`config.mk`:
```
export PLATFORM = sky130hd
export DESIGN_NAME = bit_serializer_flat
export DESIGN_NICKNAME = d
export VERILOG_FILES = /design/src/rtl/bit_serializer_if.sv /design/src/rtl/bit_serializer.sv /design/src/flat_wrapper.sv
export SDC_FILE = /design/constraint.sdc
export NUM_CORES = 1
export LEC_CHECK = 0
export ABC_AREA = 1
export CORE_AREA = 3 3 41 43
export CTS_BUF_LIST = sky130_fd_sc_hd__clkbuf_2 sky130_fd_sc_hd__clkbuf_4 sky130_fd_sc_hd__clkbuf_8
export CTS_CLUSTER_DIAMETER = 100
export CTS_CLUSTER_SIZE = 10
export DETAILED_ROUTE_END_ITERATION = 12
export DIE_AREA = 0 0 44 46
export HOLD_SLACK_MARGIN = 0.15
export PLACE_DENSITY = 0.86
export REMOVE_ABC_BUFFERS = 1
export SLEW_MARGIN = 20
export SYNTH_ARGS = -nofsm -noshare
export SYNTH_HDL_FRONTEND = slang
export SYNTH_SLANG_ARGS = --single-unit
export TNS_END_PERCENT = 50
```
`constraint.sdc`:
```
create_clock -name clk -period 1.7 [get_ports clk]
set_input_delay 0.255 -clock clk [delete_from_list [all_inputs] [get_ports clk]]
set_output_delay 0.255 -clock clk [all_outputs]
set_load 0.02 [all_outputs]
```
`src/rtl/bit_serializer_if.sv`:
```
// Handshake and serial-output bundle for bit_serializer.
// The master modport is the producer/observer side; slave is the serializer.
interface bit_serializer_if #(
  parameter int WIDTH = 8
);
  logic [WIDTH-1:0] data_in;
  logic             in_valid;
  logic             in_ready;
  logic             x_out;
  logic             x_strobe;
  logic             busy;
  logic             done;

  modport master (
    output data_in,
    output in_valid,
    input  in_ready,
    input  x_out,
    input  x_strobe,
    input  busy,
    input  done
  );

  modport slave (
    input  data_in,
    input  in_valid,
    output in_ready,
    output x_out,
    output x_strobe,
    output busy,
    output done
  );
endinterface

```
`src/rtl/bit_serializer.sv`:
```
// Parallel-to-serial converter: accepts a word on a valid/ready handshake and
// shifts it out MSB-first, each bit held DIV cycles, with a first-cycle strobe.
module bit_serializer #(
  parameter int WIDTH = 8,
  parameter int DIV   = 1
) (
  input  logic            clk,
  input  logic            rst_n,
  bit_serializer_if.slave bus
);

  localparam int BCW = $clog2(WIDTH);
  localparam int DCW = (DIV > 1) ? $clog2(DIV) : 1;
  localparam logic [BCW-1:0] BIT_LAST = BCW'(WIDTH - 1);
  localparam logic [DCW-1:0] DIV_LAST = DCW'(DIV - 1);

  if (DIV < 1) begin : g_bad_div
    $error("bit_serializer: DIV must be at least 1");
  end
  if (WIDTH < 2) begin : g_bad_width
    $error("bit_serializer: WIDTH must be at least 2");
  end
  if ($bits(bus.data_in) != WIDTH) begin : g_bad_bus
    $error("bit_serializer: interface WIDTH does not match module WIDTH");
  end

  typedef enum logic {IDLE, SHIFT} state_t;

  state_t           state;
  logic [WIDTH-1:0] shreg;
  logic [BCW-1:0]   bit_cnt;
  logic [DCW-1:0]   div_cnt;

  logic x_out_r;
  logic x_strobe_r;
  logic busy_r;
  logic done_r;
  logic in_ready_r;

  logic             wrap;
  logic             last;
  logic [DCW-1:0]   div_nxt;
  logic [BCW-1:0]   bit_nxt;
  logic [WIDTH-1:0] shreg_nxt;

  // Next-cycle counter/shift values; outputs are registered from these so they
  // line up with the counters they describe.
  always_comb begin
    wrap      = (div_cnt == DIV_LAST);
    last      = wrap && (bit_cnt == BIT_LAST);
    div_nxt   = wrap ? '0 : div_cnt + 1'b1;
    bit_nxt   = wrap ? bit_cnt + 1'b1 : bit_cnt;
    shreg_nxt = wrap ? {shreg[WIDTH-2:0], 1'b0} : shreg;
  end

  always_ff @(posedge clk or negedge rst_n) begin
    if (!rst_n) begin
      state      <= IDLE;
      shreg      <= '0;
      bit_cnt    <= '0;
      div_cnt    <= '0;
      x_out_r    <= 1'b0;
      x_strobe_r <= 1'b0;
      busy_r     <= 1'b0;
      done_r     <= 1'b0;
      in_ready_r <= 1'b1;
    end else begin
      unique case (state)
        IDLE: begin
          if (bus.in_valid) begin
            state      <= SHIFT;
            shreg      <= bus.data_in;
            bit_cnt    <= '0;
            div_cnt    <= '0;
            x_out_r    <= bus.data_in[WIDTH-1];
            x_strobe_r <= 1'b1;
            busy_r     <= 1'b1;
            done_r     <= 1'b0;
            in_ready_r <= 1'b0;
          end
        end
        SHIFT: begin
          if (last) begin
            state      <= IDLE;
            shreg      <= shreg_nxt;
            bit_cnt    <= '0;
            div_cnt    <= '0;
            x_out_r    <= 1'b0;
            x_strobe_r <= 1'b0;
            busy_r     <= 1'b0;
            done_r     <= 1'b0;
            in_ready_r <= 1'b1;
          end else begin
            shreg      <= shreg_nxt;
            bit_cnt    <= bit_nxt;
            div_cnt    <= div_nxt;
            x_out_r    <= shreg_nxt[WIDTH-1];
            x_strobe_r <= wrap;
            busy_r     <= 1'b1;
            // done marks the cycle whose counters will read last bit / last hold
            done_r     <= (bit_nxt == BIT_LAST) && (div_nxt == DIV_LAST);
            in_ready_r <= 1'b0;
          end
        end
        default: begin
          state      <= IDLE;
          in_ready_r <= 1'b1;
          busy_r     <= 1'b0;
        end
      endcase
    end
  end

  assign bus.x_out    = x_out_r;
  assign bus.x_strobe = x_strobe_r;
  assign bus.busy     = busy_r;
  assign bus.done     = done_r;
  assign bus.in_ready = in_ready_r;

endmodule

```
`src/flat_wrapper.sv`:
```
// flat-port wrapper written by rule: the top's interface ports become plain ports
module bit_serializer_flat 
#(
  parameter int WIDTH = 8,
  parameter int DIV   = 1
)
  (clk, rst_n, bus_data_in, bus_in_valid, bus_in_ready, bus_x_out, bus_x_strobe, bus_busy, bus_done);
  bit_serializer_if #(.WIDTH(WIDTH)) bus_i ();
  input  logic clk;
  input  logic rst_n;
  input wire logic [$bits(bus_i.data_in)-1:0] bus_data_in;
  input wire logic [$bits(bus_i.in_valid)-1:0] bus_in_valid;
  output wire logic [$bits(bus_i.in_ready)-1:0] bus_in_ready;
  output wire logic [$bits(bus_i.x_out)-1:0] bus_x_out;
  output wire logic [$bits(bus_i.x_strobe)-1:0] bus_x_strobe;
  output wire logic [$bits(bus_i.busy)-1:0] bus_busy;
  output wire logic [$bits(bus_i.done)-1:0] bus_done;
  assign bus_i.data_in = bus_data_in;
  assign bus_i.in_valid = bus_in_valid;
  assign bus_in_ready = bus_i.in_ready;
  assign bus_x_out = bus_i.x_out;
  assign bus_x_strobe = bus_i.x_strobe;
  assign bus_busy = bus_i.busy;
  assign bus_done = bus_i.done;
  bit_serializer #(.WIDTH(WIDTH), .DIV(DIV)) u_core (.clk(clk), .rst_n(rst_n), .bus(bus_i));
endmodule
```
; Word-level counts from Yosys, hierarchy flattened
; Cells that the tools add are included.
[totals]
latchBits = 0
reg_bits = 18
memories = 0
ram_bits = 0
romBits = 0
inputBits = 11
[op_classes]
n_div = 0
bitwise = 3
n_reduce_logical = 3
n_eq_ne = 4
n_mul = 0
mux = 25
add_sub_neg = 2
n_shift = 0
n_lt_le_gt_ge = 0
[op_table]
columns = operator, count
row1 = 8-bit 2-to-1 mux, 2
row2 = 8-bit one-hot mux with 2 select lines, 1
row3 = 1-bit one-hot mux with 2 select lines, 7
row4 = 1-bit 2-to-1 mux, 11
row5 = 3-bit 2-to-1 mux, 3
row6 = "3-bit equality test, second input constant", 2
row7 = 3-bit one-hot mux with 2 select lines, 1
row8 = "2-bit inequality test, second input constant", 2
row9 = "3-bit by 1-bit adder with 3-bit output, second input constant", 1
row10 = 1-bit NOT, 3
row11 = 1-bit logical AND, 2
row12 = 2-bit AND reduction, 1
row13 = "1-bit adder, second input constant", 1

; Logic depth before layout (Yosys ltp)
[logic_depth]
ltp_word = 6
mapped_depth = 7

; Least setup slack after synthesis
; Ideal clock, no wire load.
[synth_timing]
kind = flip-flop to flip-flop
from = reg u_core.bit_cnt[0]
to = reg u_core.x_out_r (netlist: u_core.bus.x_out)
slack_ns = 0.536
n_path_buf = 0
setup_ns = 0.065
stages_incl_launch_ff = 8
period_less_slack_ns = 1.164
arrival_ns = 1.099
path_cell_list = dfrtp_1 > ha_1 > ha_1 > inv_1 > nand3_1 > nand2_1 > nand2_1 > nand2_1
[synth_via]
elab_chain_len = 4
[synth_rtl]
columns = element, line_no
row1 = from (decl), bit_serializer.sv:31  ; logic [BCW-1:0] bit_cnt;
row2 = from (signal assigned), bit_serializer.sv:95  ; bit_cnt <= bit_nxt;
row3 = 3-bit equality test, bit_serializer.sv:50  ; last = wrap && (bit_cnt == BIT_LAST);
row4 = 1-bit logical AND, bit_serializer.sv:50
row5 = 1-bit 2-to-1 mux, bit_serializer.sv:83  ; if (last) begin
row6 = 1-bit one-hot mux with 2 select lines, bit_serializer.sv:68  ; unique case (state)
row7 = to (signal assigned), bit_serializer.sv:75  ; x_out_r <= bus.data_in[WIDTH-1];
row8 = to (signal assigned), bit_serializer.sv:97  ; x_out_r <= shreg_nxt[WIDTH-1];
row9 = to (decl), bit_serializer.sv:34  ; logic x_out_r;
; No other way between the ends.
; A chain may end at the register's enable or synchronous reset.

; Worst setup path in the final report
[layout_timing]
from = reg u_core.busy_r (netlist: u_core.bus.busy)
to = out bus_busy
[layout_lines]
columns = element, line_no
row1 = from (decl), bit_serializer.sv:36  ; logic busy_r;
row2 = from (signal assigned), bit_serializer.sv:64  ; busy_r <= 1'b0;
row3 = from (signal assigned), bit_serializer.sv:77  ; busy_r <= 1'b1;
row4 = from (signal assigned), bit_serializer.sv:90  ; busy_r <= 1'b0;
row5 = to (decl), flat_wrapper.sv:16  ; output wire logic [$bits(bus_i.busy)-1:0] bus_busy;
; No word-level cell between the ends.

==> flow_metrics.py <==
metrics = {
    "pwr": {
        "ir_drop_v": 0.00102,
        "power_frac_clock_pct": 15.8,
        "p_leak_nw": 0.458,
        "comb_power_share_pct": 39.5,
        "p_seq_share_pct": 44.7,
        "p_sw_share_pct": 36.4,
        "powerDensity_nw_per_um2": 1480,
        "internal_power_mw": 0.849,
        "power_switching_mw": 0.486,
    },
    "worst_setup_path": {
        "rr_endpoint": "u_core.bus.x_out",
        "reg2reg_depth": 7,
        "critical_path_required_ns": 1.44,
        "critPathTopFamily": "buffers and inverters",
        "endpoint_kind": "output port",
        "timing.rr.start": "u_core.bit_cnt[0]",
        "critPathMaxFanout": 3,
        "max_stage_delay_ns": 0.61,
        "crit_chain": "clkdlybuf4s50_1",
        "path_depth": 1,
        "r2r_slack_ns": 0.45,
        "crit_type": "reg -> out",
        "start_kind": "flop",
        "worstPathArrival_ns": 1.25,
        "cp_slowest_cell": "clkdlybuf4s50_1",
        "timing.critical_path.buf_inv": 1,
    },
    "grt": {
        "grt_use_total_pct": 14.3,
        "grt_overflow": 0,
        "grt_antenna_before_repair": 0,
        "grt_pass1_vias": 531,
        "grt_max_degree": 16,
        "grt_first_pass_wirelength_um": 2100,
    },
    "cts": {
        "clock_latency_ns": 0.27,
        "path_clk_slew_ns": 0.08,
        "cts-buffers-inserted": 3,
        "post_cts_buffers": 0,
        "cts_sinks": 15,
        "clk_path_buf_depth": 2,
        "htreeDepth": 1,
        "cts_tree": "built",
        "cts-root-buf": "clkbuf_4",
    },
    "floorplanning": {
        "num_io_pins": 16,
        "die_area_um2": 2020,
        "core_area_um2": 1330,
        "die_h_um": 46,
        "start_util_pct": 53.1,
        "rows": 13,
        "die_w_um": 44,
    },
    "sta": {
        "whs_ns": 0.292,
        "setup_tns_ns": 0,
        "max_slew.worst_pin.slew_ns": 0.299,
        "fin_crit_sh_pct": 88.6,
        "rsz0062_at_grt": "false",
        "fin_skew_ns": 0.000524,
        "finalHoldViolations": 0,
        "max_slew_margin_pct": 80.1,
        "setup_viol": 0,
        "finalCriticalPeriod_ns": 1.51,
        "slew_viol_final": 0,
        "max_freq_ghz": 0.664,
    },
    "synthesis": {
        "yosysUniqueCellTypes": 14,
        "syn_area_per_cell_um2": 9.20,
        "synth_cells": 77,
        "ys.warnings.count": 0,
        "synth_area_leaders": "dfrtp_1 (49%), nand2_1 (19%), ha_1 (5.3%)",
        "syn_area_um2": 708,
        "synth_top_area_share_pct": 49.5,
        "synth_area_leader_cell": "dfrtp_1",
        "ys_ff_latch": 15,
        "yosysSeqAreaShare_pct": 53.2,
    },
    "placement": {
        "portBuffers": 15,
        "hpwl_um": 985,
        "dp_cells": 107,
        "placed_area_um2": 870,
        "gp_congestion": 0.734,
    },
    "drt": {
        "routed_wl_um": 1250,
        "viasPerCell": 5.02,
        "drc": 0,
        "drt_iter0_drc": 16,
        "wl_per_cell_um": 11.3,
        "ant_nets": 0,
        "drtPass1Iterations": 5,
        "vias": 557,
    },
    "layout": {
        "fin_nets": 111,
        "antenna_cells": 0,
        "final_cell_mix": "nand2_1 (35), clkdlybuf4s50_1 (14), dfrtp_1 (14), nand3_1 (7), inv_1 (5)",
        "sequential_cell_area_um2": 377,
        "multi_input_area_um2": 283,
        "fin_util_pct": 67.6,
        "area_growth_pct": 27.4,
        "drive_gt1_share_pct": 15.6,
        "num-fill-cells": 108,
        "final_common_cell": "nand2_1",
        "instances_no_fill": 111,
        "fin_area_um2": 902,
    },
    "run": {
        "maxCapViolCount": 0,
    },
    "worst_hold_path": {
        "hp-class": "in -> async",
    },
    "status": {
        "status": "finished clean",
    },
}
[routing by layer]
| metal | up-vias | track usage (%) | wire length (um) |
|---|---|---|---|
| li1 | 278 | - | - |
| met1 | 260 | 16.1 | 554 |
| met2 | 17 | 24.7 | 594 |
| met3 | 2 | 3.95 | 81 |
| met4 | 0 | 7.23 | 21 |
| met5 | - | 0 | 0 |
[cells in the mapped netlist]
cell,instances
nand2_4,2
nor2_4,1
ha_1,3
o21a_1,1
o21ai_2,3
nor2_2,1
dfstp_2,1
dfrtp_1,14
inv_1,5
nand3_1,7
buf_4,1
o21ai_0,1
nand2_1,35
buf_6,2
[final cells by class]
class                   count  share of cell area (%)
repair buffers             18                    19.4
multi-input cells          54                    31.3
well taps                  15                    2.08
flip-flops and latches     15                    41.7
clock buffers               4                    3.33
inverters                   5                    2.08
[power groups by stage]
| stage | sequential (mW) | clock [mW] | combinational, mW |
|---|---|---|---|
| 2_1_floorplan | 0.645 | 0 | 0.296 |
| 3_3_place_gp | 0.593 | 0 | 0.518 |
| 3_5_place_dp | 0.603 | 0 | 0.539 |
| 4_1_cts | 0.596 | 0.217 | 0.541 |
| 5_1_grt | 0.618 | 0.232 | 0.588 |
| 6_report | 0.597 | 0.211 | 0.528 |
[flip-flops by register name, indices dropped and copies added (netlist names)]
name                 count
u_core.bit_cnt           3
u_core.state             1
u_core.shreg             7
u_core.bus.in_ready      1
u_core.bus.busy          1
u_core.bus.done          1
u_core.bus.x_out         1
[how the worst max path moves through the flow]
stage                                   start         endpoint  slack, ns
final                         u_core.bus.busy         bus_busy       0.19
after global routing          u_core.bus.busy         bus_busy       0.12
after CTS                 u_core.bus.in_ready     bus_in_ready       0.04
after detailed placement         bus_in_valid  u_core.shreg[6]       0.33
after global placement    u_core.bus.in_ready     bus_in_ready       0.35
after floorplan                  u_core.state  u_core.bus.busy       0.52
[cells by family (layout without fill, tap and decap cells)]
family          after synthesis  after routing  share of synthesized area, %
simple gates                 46             46                          29.2
flops                        15             15                          53.2
buf+inv                       8             27                          6.89
compound gates                5              5                          5.48
fa+ha+maj                     3              3                          5.30
[repair_timing]
item | in CTS | in global routing
endpoints found under the setup margin | 0 | 1
gates resized for setup | 0 | 1
hold buffers | 0 | 0
[metrics by stage]
step                      total power, mW  setup WS (ns)
final                                1.34          0.193
after global routing                 1.44          0.121
after CTS                            1.35         0.0358
after detailed placement             1.14          0.330
after global placement               1.11          0.351
after floorplan                     0.940          0.516
(Power assumes the default switching activity.)
